--- config.mk ---
export PLATFORM = sky130hd
export DESIGN_NAME = dec_lut_req_arbiter
export DESIGN_NICKNAME = d
export VERILOG_FILES = /design/src/rtl/dec_lut_req_arbiter.sv
export SDC_FILE = /design/constraint.sdc
export NUM_CORES = 1
export LEC_CHECK = 0
export CELL_PAD_IN_SITES_DETAIL_PLACEMENT = 0
export CELL_PAD_IN_SITES_GLOBAL_PLACEMENT = 2
export CORE_UTILIZATION = 34
export CTS_CLUSTER_SIZE = 12
export DETAILED_ROUTE_END_ITERATION = 10
export DONT_BUFFER_PORTS = 1
export GPL_TIMING_DRIVEN = 0
export PLACE_DENSITY_LB_ADDON = 0.25
export SLEW_MARGIN = 20
export SYNTH_ARGS = -nofsm -noshare
export SYNTH_HDL_FRONTEND = slang
export SYNTH_SLANG_ARGS = --single-unit
--- constraint.sdc ---
create_clock -name clk -period 2.8 [get_ports clk]
set_input_delay 0.7 -clock clk [delete_from_list [all_inputs] [get_ports clk]]
set_output_delay 0.7 -clock clk [all_outputs]
set_load 0.01 [all_outputs]
--- src/rtl/dec_lut_req_arbiter.sv ---
// dec_lut_req_arbiter: round-robin share of one LUT decoder among N_REQ requesters (req_valid/req_w/req_ready in, dec_w/dec_found/dec_n decoder side, rsp_* out tagged by id); DEC_LUT_ARB_STATS_EN enables stat_done/stat_tmo counters
module dec_lut_req_arbiter #(
  parameter int N_REQ     = 4,
  parameter int W_BITS    = 30,
  parameter int N_BITS    = 17,
  parameter int BLANK_CYC = 2,
  parameter int TIMEOUT   = 1024
) (
  input  logic                       clk,
  input  logic                       rst,
  input  logic [N_REQ-1:0]           req_valid,
  input  logic [N_REQ*W_BITS-1:0]    req_w,
  output logic [N_REQ-1:0]           req_ready,
  output logic [W_BITS-1:0]          dec_w,
  input  logic                       dec_found,
  input  logic [N_BITS-1:0]          dec_n,
  output logic                       rsp_valid,
  input  logic                       rsp_ready,
  output logic [$clog2(N_REQ)-1:0]   rsp_id,
  output logic [N_BITS-1:0]          rsp_n,
  output logic                       rsp_err,
  output logic [15:0]                stat_done,
  output logic [15:0]                stat_tmo
);
  localparam int ID_W = $clog2(N_REQ);
  localparam int BW   = BLANK_CYC > 1 ? $clog2(BLANK_CYC) : 1;
  localparam int TW   = TIMEOUT > 1 ? $clog2(TIMEOUT) : 1;
  typedef enum logic [1:0] {IDLE, BLANK, WAIT, RESP} state_t;
  state_t            state_q, state_d;
  logic [ID_W-1:0]   last_q, last_d, rsp_id_q, rsp_id_d, win;
  logic              any;
  logic [W_BITS-1:0] dec_w_q, dec_w_d;
  logic [N_BITS-1:0] rsp_n_q, rsp_n_d;
  logic              rsp_err_q, rsp_err_d;
  logic [BW-1:0]     blank_q, blank_d;
  logic [TW-1:0]     tmo_q, tmo_d;
  always_comb begin
    any = 1'b0;
    win = '0;
    for (int k = N_REQ; k >= 1; k--) begin
      if (req_valid[(int'(last_q) + k) % N_REQ]) begin
        any = 1'b1;
        win = ID_W'((int'(last_q) + k) % N_REQ);
      end
    end
  end
  assign req_ready = (state_q == IDLE && any) ? N_REQ'(1) << win : '0;
  always_comb begin
    state_d   = state_q;
    last_d    = last_q;
    dec_w_d   = dec_w_q;
    rsp_id_d  = rsp_id_q;
    rsp_n_d   = rsp_n_q;
    rsp_err_d = rsp_err_q;
    blank_d   = blank_q;
    tmo_d     = tmo_q;
    case (state_q)
      IDLE: if (any) begin
        state_d  = BLANK;
        dec_w_d  = req_w[win*W_BITS +: W_BITS];
        rsp_id_d = win;
        last_d   = win;
        blank_d  = '0;
      end
      BLANK: if (blank_q == BW'(BLANK_CYC - 1)) begin
        state_d = WAIT;
        tmo_d   = '0;
      end else begin
        blank_d = blank_q + 1'b1;
      end
      WAIT: if (dec_found) begin
        rsp_n_d   = dec_n;
        rsp_err_d = 1'b0;
        state_d   = RESP;
      end else if (tmo_q == TW'(TIMEOUT - 1)) begin
        rsp_n_d   = '0;
        rsp_err_d = 1'b1;
        state_d   = RESP;
      end else begin
        tmo_d = tmo_q + 1'b1;
      end
      RESP: state_d = rsp_ready ? IDLE : RESP;
      default: state_d = IDLE;
    endcase
  end
  always_ff @(posedge clk) begin
    if (rst) begin
      state_q   <= IDLE;
      last_q    <= ID_W'(N_REQ - 1);
      dec_w_q   <= '0;
      rsp_id_q  <= '0;
      rsp_n_q   <= '0;
      rsp_err_q <= 1'b0;
      blank_q   <= '0;
      tmo_q     <= '0;
    end else begin
      state_q   <= state_d;
      last_q    <= last_d;
      dec_w_q   <= dec_w_d;
      rsp_id_q  <= rsp_id_d;
      rsp_n_q   <= rsp_n_d;
      rsp_err_q <= rsp_err_d;
      blank_q   <= blank_d;
      tmo_q     <= tmo_d;
    end
  end
  assign dec_w     = dec_w_q;
  assign rsp_valid = state_q == RESP;
  assign rsp_id    = rsp_id_q;
  assign rsp_n     = rsp_n_q;
  assign rsp_err   = rsp_err_q;
`ifdef DEC_LUT_ARB_STATS_EN
  logic        rsp_hs;
  logic [15:0] stat_done_q, stat_done_d, stat_tmo_q, stat_tmo_d;
  assign rsp_hs = state_q == RESP && rsp_ready;
  always_comb begin
    stat_done_d = (rsp_hs && !rsp_err_q && ~&stat_done_q) ? stat_done_q + 16'd1 : stat_done_q;
    stat_tmo_d  = (rsp_hs && rsp_err_q && ~&stat_tmo_q) ? stat_tmo_q + 16'd1 : stat_tmo_q;
  end
  always_ff @(posedge clk) begin
    if (rst) begin
      stat_done_q <= '0;
      stat_tmo_q  <= '0;
    end else begin
      stat_done_q <= stat_done_d;
      stat_tmo_q  <= stat_tmo_d;
    end
  end
  assign stat_done = stat_done_q;
  assign stat_tmo  = stat_tmo_q;
`else
  assign stat_done = '0;
  assign stat_tmo  = '0;
`endif
endmodule

After elaboration in Yosys (flattened, before gate mapping)
Index checks and enable logic that the tools add are counted.
{ "word_totals": {"register_bits": 65, "in_bits": 145, "output_inout_bits": 87} }
{ "classes": {"add_sub_neg": 6, "multipliers": 1, "n_lt_le_gt_ge": 4, "eq_ne": 9, "shifts": 2, "n_mux": 38, "n_bitwise": 4, "n_reduce_logical": 14} }
{ "op_table": {"columns": ["operator", "count"], "rows": [
  ["$shiftx 120x8->30", 1],
  ["$mux 17", 2],
  ["$mux 10", 3],
  ["$pmux 10 s2", 1],
  ["$mux 2", 9],
  ["$lt 3x4->1 const B", 4],
  ["$mux 1", 16],
  ["$add 10x1->10 const B", 1],
  ["$eq 10x10->1 const B", 1],
  ["$bmux 1 s2", 4],
  ["$ne 2x2->1 const B", 4],
  ["$pmux 2 s4", 1],
  ["$reduce_or 2->1", 4],
  ["$mul 2x4->6 const B", 1],
  ["$reduce_and 2->1", 3],
  ["$reduce_bool 2->1", 3],
  ["$add 2x1->2 const B", 2],
  ["$add 2x2->2 const B", 2],
  ["$and 1x1->1 const A", 4],
  ["$eq 2x2->1 const B", 2],
  ["$mux 4", 1],
  ["$reduce_and 4->1", 1],
  ["$shl 1x2->4 const A", 1],
  ["$ne 3x3->1 const B", 1],
  ["other kinds (6)", 6]
]} }

Longest topological paths before layout
Gate-level depths: netlist (run 1).
{ "depth": {"ltp_word": 12, "ltp_mapped": 7, "depth_no_buf": 6} }

Worst setup path after synthesis (run 1)
Ideal clock, no wire load.
{ "synth_timing": {"kind": "input to output", "from": "input port req_valid[1]", "to": "output port req_ready[2]", "arrival_time_ns": 1.694, "required_ns": 2.100, "slack_ns": 0.406, "cell_stages": 4, "n_path_buf": 0, "path_cell_list": "nor2b_1 a2111o_1 or2_2 nor2_1"} }
{ "synth_via": {"elab_chain_cells": 9} }
{ "synth_rtl": {"columns": ["item", "line_no", "text"], "rows": [
  ["start, declared", "11", "input logic [N_REQ-1:0] req_valid,"],
  ["$bmux 1 s2", "41", "if (req_valid[(int'(last_q) + k) % N_REQ]) begin"],
  ["$mux 1 (not written as such) (2 in series)", "41", null],
  ["$mux 2 or $mux 1 (tied branches) (4 in series)", "41", null],
  ["$shl 1x2->4 or $logic_and 1x1->1 (tied branches)", "47", "assign req_ready = (state_q == IDLE && any) ? N_REQ'(1) << win : '0;"],
  ["$mux 4 *", "47", null],
  ["end, declared", "13", "output logic [N_REQ-1:0] req_ready,"]
]} }
Mark *: on every way between the ends. The rest lies on a longest branch, timed or not. The select of a mux whose other input is x is not followed.

Final worst setup path (run 1)
{ "layout_timing": {"from": "register last_q[1]", "to": "output port req_ready[0]"} }
{ "layout_via": {"elab_chain_cells": 10} }
{ "layout_rtl": {"columns": ["item", "line_no", "text"], "rows": [
  ["start, declared", "30", "logic [ID_W-1:0] last_q, last_d, rsp_id_q, rsp_id_d, win;"],
  ["start signal, assigned", "89", "last_q <= ID_W'(N_REQ - 1);"],
  ["start signal, assigned", "98", "last_q <= last_d;"],
  ["$add 2x1->2", "41, 43", null],
  ["$bmux 1 s2", "41", null],
  ["$mux 1 (not written as such) (2 in series)", "41", null],
  ["$mux 2 or $mux 1 (tied branches) (4 in series)", "41", null],
  ["$shl 1x2->4 or $logic_and 1x1->1 (tied branches)", "47", null],
  ["$mux 4 *", "47", null]
]} }
Marked as above.

==> impl_metrics.yaml, run 1 <==
synthesis:
  syn_avg_cell_area_um2: 8.95
  synthTopCellsByArea: "dfxtp_1 (35%), mux2_4 (11%), a221o_1 (8.0%), buf_4 (6.6%), a21oi_1 (4.9%)"
  syn_inst: 420
  yosysUniqueCellTypes: 48
  netlist_area_mm2: 0.00376
  async_flop_share: 0
  synth_common_cells: "dfxtp_1 (65), nor2_1 (38), a21oi_1 (37), nand3_1 (35)"
  synth_top_area_frac: 0.346
  yosysMostFrequentCell: "dfxtp_1"
  ys.warnings.count: 0
  synth_top_cell_by_area: "dfxtp_1"
  synth-main-ff-cell: "dfxtp_1"
  synth.yosys.seq_area_share: 0.346
  synth_edf_count: 0
  ys_ff_latch: 65
final_layout:
  drive_above_1_share: 0.240
  fin_nets: 608
  antenna_cells: 0
  area_delta_synth_final_pct: 13.4
  fillers: 1096
clocking:
  cts_buffers: 9
  clock-sinks: 65
  hold_buffers: 0
  cts_max_path_buffers: 2
  clock_latency_ns: 0.33
  postCtsSetupBuffers: 0
  cts_tree: "built"
  htree_levels: 3
  clk_pin_slew_worst_paths_ns: 0.08
  clockRootBuffer: "clkbuf_8"
route:
  wl_per_cell_um: 17.6
  via_count: 3220
  vias_per_cell: 5.30
  drtIter0Drc: 176
  wirelength_um: 10700
  drc: 0
  drtAntennaViolNets: 0
  dr.pass1.iters: 4
timing:
  post-route-min-period_ns: 2.61
  finalHoldViolCount: 0
  fin_crit_sh: 0.932
  worst_clock_skew_ns: 0.00833
  rsz0062_at_grt: "false"
  setup_violations: 0
  slew_headroom: 0.581
  fmax_ghz: 0.383
  worst_pin_slew_ns: 0.622
  setup_tns_ns: 0
  final-max-slew-violation-count: 0
  setup_ws_ns: 0.192
place:
  post-place-ws_ns: 0.0185
  placement.io_buffers: 0
  post-dp-hpwl_um: 8300
  gp_congestion: 0.748
die:
  die_w_um: 107
  coreArea_mm2: 0.0108
  start_util: 0.348
  dieArea_mm2: 0.0115
  ioPinCount: 232
  rows: 38
  die_y_um: 107
setup_path:
  arrival_ns: 1.91
  critPathCaptureType: "primary output"
  start_kind: "flip-flop"
  crit_type: "reg -> out"
  critical_path.max_fanout: 10
  cp.required_ns: 2.10
global_route:
  overflow: 0
  first_global_vias: 3027
  grt_usage: 0.181
  grt_max_degree: 13
  grt_pass1_wl_um: 16100
  antenna_found_initial: 0
power_and_ir_drop:
  p_seq_frac: 0.449
  total_power_w: 0.00245
  power_density_mw_per_mm2: 575
  pwr-share-clk: 0.327
  switching_share: 0.313
  combPwrFrac: 0.224
  leakage_nw: 1.77
  irDropWorstVdd_mv: 0.276
  power.switching_w: 0.000768
  p_int_w: 0.00168
flow_run:
  drv_cap: 0
worst_hold_path:
  min-delay-path-class: "reg -> reg"
status:
  status: "finished clean"
==> layer usage <==
layer	GRT usage	share of wire	vias to the layer above
li1	-	-	1573
met1	0.207	0.40	1494
met2	0.318	0.51	146
met5	0	0	-
met4	0.0382	0.0087	0
met3	0.0729	0.088	7
==> sequential cells by signal, summed over array words and instances, names as in the netlist <==
signal,cells
blank_q,1
rsp_id,2
dec_w,30
rsp_n,17
state_q,2
last_q,2
rsp_err,1
tmo_q,10
==> stage by stage <==
stage / utilization / hold WS (ns) / cells / area [um^2]
5_1_grt: 0.395 / 0.511 / 607 / 4260
3_3_place_gp: 0.375 / 0.463 / 591 / 4050
6_report: 0.395 / 0.488 / 607 / 4260
3_5_place_dp: 0.375 / 0.481 / 591 / 4050
4_1_cts: 0.394 / 0.491 / 607 / 4250
2_1_floorplan: - / 0.449 / 451 / 3870
==> timing repair <==
| item | in CTS | in global routing |
|---|---|---|
| gates resized for setup | 2 | 5 |
| pin swaps | 0 | 0 |
| endpoints found under the setup margin | 2 | 2 |
| gates cloned | 0 | 0 |
| hold endpoints to repair | 0 | 0 |
==> placed cells by master, fill, tap and decap left out, types with 10 or more instances in the layout <==
| cell type | netlist | routed |
|---|---|---|
| a221o_1 | 30 | 30 |
| a22oi_1 | 17 | 17 |
| clkbuf_1 | 17 | 16 |
| buf_4 | 33 | 34 |
| conb_1 | 1 | 32 |
| mux2_4 | 28 | 28 |
| buf_2 | 11 | 10 |
| o21ai_0 | 33 | 33 |
| dfxtp_1 | 65 | 65 |
| a21oi_1 | 37 | 37 |
| nor2_1 | 38 | 36 |
| nand3_1 | 35 | 35 |
| nand2_1 | 14 | 14 |
==> worst max-delay path, cell delays in order (launching register included) <==
cell and delay, ns:
dfxtp_1 0.32, buf_4 0.16, mux2i_2 0.28, a2bb2oi_2 0.26, buf_4 0.22, nand2_1 0.13, nor2_2 0.20
==> power groups by stage <==
stage          sequential, W  clock (W)  combinational [W]
5_1_grt              0.00111   0.000876           0.000600
2_1_floorplan        0.00110          0           0.000453
3_3_place_gp         0.00112          0           0.000533
3_5_place_dp         0.00112          0           0.000543
4_1_cts              0.00110   0.000822           0.000546
6_report             0.00110   0.000801           0.000548
==> kinds of logic after synthesis <==
kind of cell    count (synthesis)  share of synthesized area
other cells                     1                   0.000998
buf+inv                        68                      0.113
flops                          65                      0.346
simple gates                  117                      0.157
compound gates                129                      0.237
xor+xnor                        7                     0.0163
fa+ha+maj                       1                    0.00333
mux                            32                      0.126
==> final timing paths <==
| kind | start | end | slack (ns) | depth (start not counted) |
|---|---|---|---|---|
| min | tmo_q[1] | tmo_q[1] | 0.49 | 2 |
| max | last_q[1] | req_ready[0] | 0.19 | 6 |
| max reg2reg | last_q[1] | dec_w[20] | 0.64 | 7 |
| min reg2reg | tmo_q[1] | tmo_q[1] | 0.49 | 2 |
==> cell type report <==
type | count | area (um^2) | share of cell area
Inverter | 2 | 7.51 | 0.00176
Tap cell | 140 | 175 | 0.0411
Buffer | 66 | 419 | 0.0983
Clock inverter | 7 | 71.3 | 0.0167
Clock buffer | 9 | 124 | 0.0290
Multi-Input combinational cell | 318 | 2170 | 0.508
Sequential cell | 65 | 1300 | 0.305
(Power assumes the default switching activity.)
==> run 2, diff against run 1 <==
CORE_UTILIZATION = 29   (was 34)
==> run 2 against run 1 <==
Against the previous run: via count increased by 2.1%; critical path type unchanged; routed wire length increased by 8.0%; global-route usage decreased by 1.4 points; cell count increased by 5.4%; clock-buffer cell count unchanged; register-to-register slack improved by 0.03 ns.
==> impl_metrics.yaml, run 2 (synthesis results as in run 1) <==
final_layout:
  instances_no_fill: 640
  mostFrequentLayoutCells: "dfxtp_1 (65), a21oi_1 (37), nor2_1 (36)"
  drive_above_1_share: 0.244
  final_util: 0.352
  layout_commonest_cell: "dfxtp_1"
  largest_reg_flops: 30
  fin_nets: 609
  area_delta_synth_final_pct: 18.1
  antenna_cells: 0
timing:
  setup_violations: 0
  slew_headroom: 0.592
  rsz0062_at_grt: "true"
  worst_pin_slew_ns: 0.607
  post-route-min-period_ns: 2.64
  whs_ns: 0.481
  setup_tns_ns: 0
  finalHoldViolCount: 0
  worst_clock_skew_ns: 0.00976
  fin_crit_sh: 0.942
  final-max-slew-violation-count: 0
  fmax_ghz: 0.379
global_route:
  first_global_vias: 3152
  grt_usage: 0.168
  overflow: 0
  grt_max_degree: 13
  antenna_found_initial: 1
  grt_pass1_wl_um: 16900
clocking:
  cts_max_path_buffers: 2
  clockRootBuffer: "clkbuf_16"
  clock-sinks: 65
  hold_buffers: 0
  htree_levels: 3
  clock_latency_ns: 0.33
  clk_pin_slew_worst_paths_ns: 0.06
  cts_buffers: 9
  cts_tree: "built"
route:
  via_count: 3289
  dr.pass1.iters: 4
  vias_per_cell: 5.14
  drtAntennaViolNets: 0
  wl_per_cell_um: 18.0
  drtIter0Drc: 117
  wirelength_um: 11500
  drc: 0
setup_path:
  start_kind: "flip-flop"
  crit_type: "reg -> out"
  cp.required_ns: 2.10
  arrival_ns: 1.94
  slowest_stage: "dfxtp_1"
  cp_slowest_stage_delay_ns: 0.31
  crit_chain: "buf_4 > mux2i_2 > a2bb2oi_2 > clkbuf_4 > nand2_1 > nor2_2"
  critPathCaptureType: "primary output"
  critical_path.max_fanout: 10
die:
  start_util: 0.298
  coreArea_mm2: 0.0126
  die_y_um: 116
  rows: 41
  dieArea_mm2: 0.0134
  die_w_um: 116
  ioPinCount: 232
worst_hold_path:
  min-delay-path-class: "reg -> reg"
status:
  status: "finished clean"
power_and_ir_drop:
  leakage_nw: 1.83
  irDropWorstVdd_mv: 0.259
  power_density_mw_per_mm2: 647
  total_power_w: 0.00287
place:
  gp_congestion: 0.721
  place_inst: 623
  placement.io_buffers: 0
  post-dp-hpwl_um: 8700
flow_run:
  drv_cap: 0
## run 2: cell types whose count changed in the layout (fill, tap and decap cells not counted)
cell,change
o21bai_1,-1
clkinvlp_4,+1
clkbuf_8,-9
o21bai_2,+1
clkbuf_4,+1
bufinv_16,+1
clkbuf_16,+9
clkinv_4,-1
clkinv_2,-1
## run 2: per-layer routing
metal | track usage | share of wire | vias to the layer above
li1 | - | - | 1577
met5 | 0 | 0.0011 | -
met1 | 0.191 | 0.40 | 1555
met4 | 0.0530 | 0.0080 | 2
met3 | 0.0622 | 0.084 | 8
met2 | 0.289 | 0.51 | 147
## run 2: path summary, 6_finish.rpt
| path | start | endpoint | slack [ns] | cells after the start |
|---|---|---|---|---|
| worst max register to register | last_q[1] | dec_w[28] | 0.67 | 7 |
| worst min-delay path | tmo_q[1] | tmo_q[1] | 0.48 | 2 |
| worst max-delay path | last_q[1] | req_ready[2] | 0.16 | 6 |
| worst min register to register | tmo_q[1] | tmo_q[1] | 0.48 | 2 |
## run 2: critical path: cells and delay by family (launching register included)
family | cells | cell delay, ns
AO/OA/AOI/OAI | 1 | 0.25
multiplexers | 1 | 0.28
flip-flops | 1 | 0.31
buffers and inverters | 2 | 0.41
AND/OR/NAND/NOR | 2 | 0.38
## run 2: final cells by class
class,count,area (um^2)
timing repair buffer,1,7.51
clock inverter,7,95.1
fill,1372,8180
sequential,65,1300
clock buffer,9,225
multi-input combinational,318,2170
tap,172,215
buffer,66,419
inverter,2,7.51
## run 2: stage by stage
stage,setup slack (ns),instance area (um^2)
after CTS,0.00818,4420
after global placement,-0.0575,4090
after detailed placement,-0.0764,4090
after floorplan,0.406,3870
after global routing,-0.0106,4440
final,0.162,4440
## run 2: power by group
group / total (W) / internal [W] / switching, W
sequential: 0.00110 / 0.00101 / 0.0000978
clock: 0.00121 / 0.000779 / 0.000431
combinational: 0.000560 / 0.000270 / 0.000290
## run 2: timing repair
| action | CTS | global route |
|---|---|---|
| setup buffers | 0 | 1 |
| setup endpoints to repair | 2 | 2 |
| resized for setup | 3 | 4 |
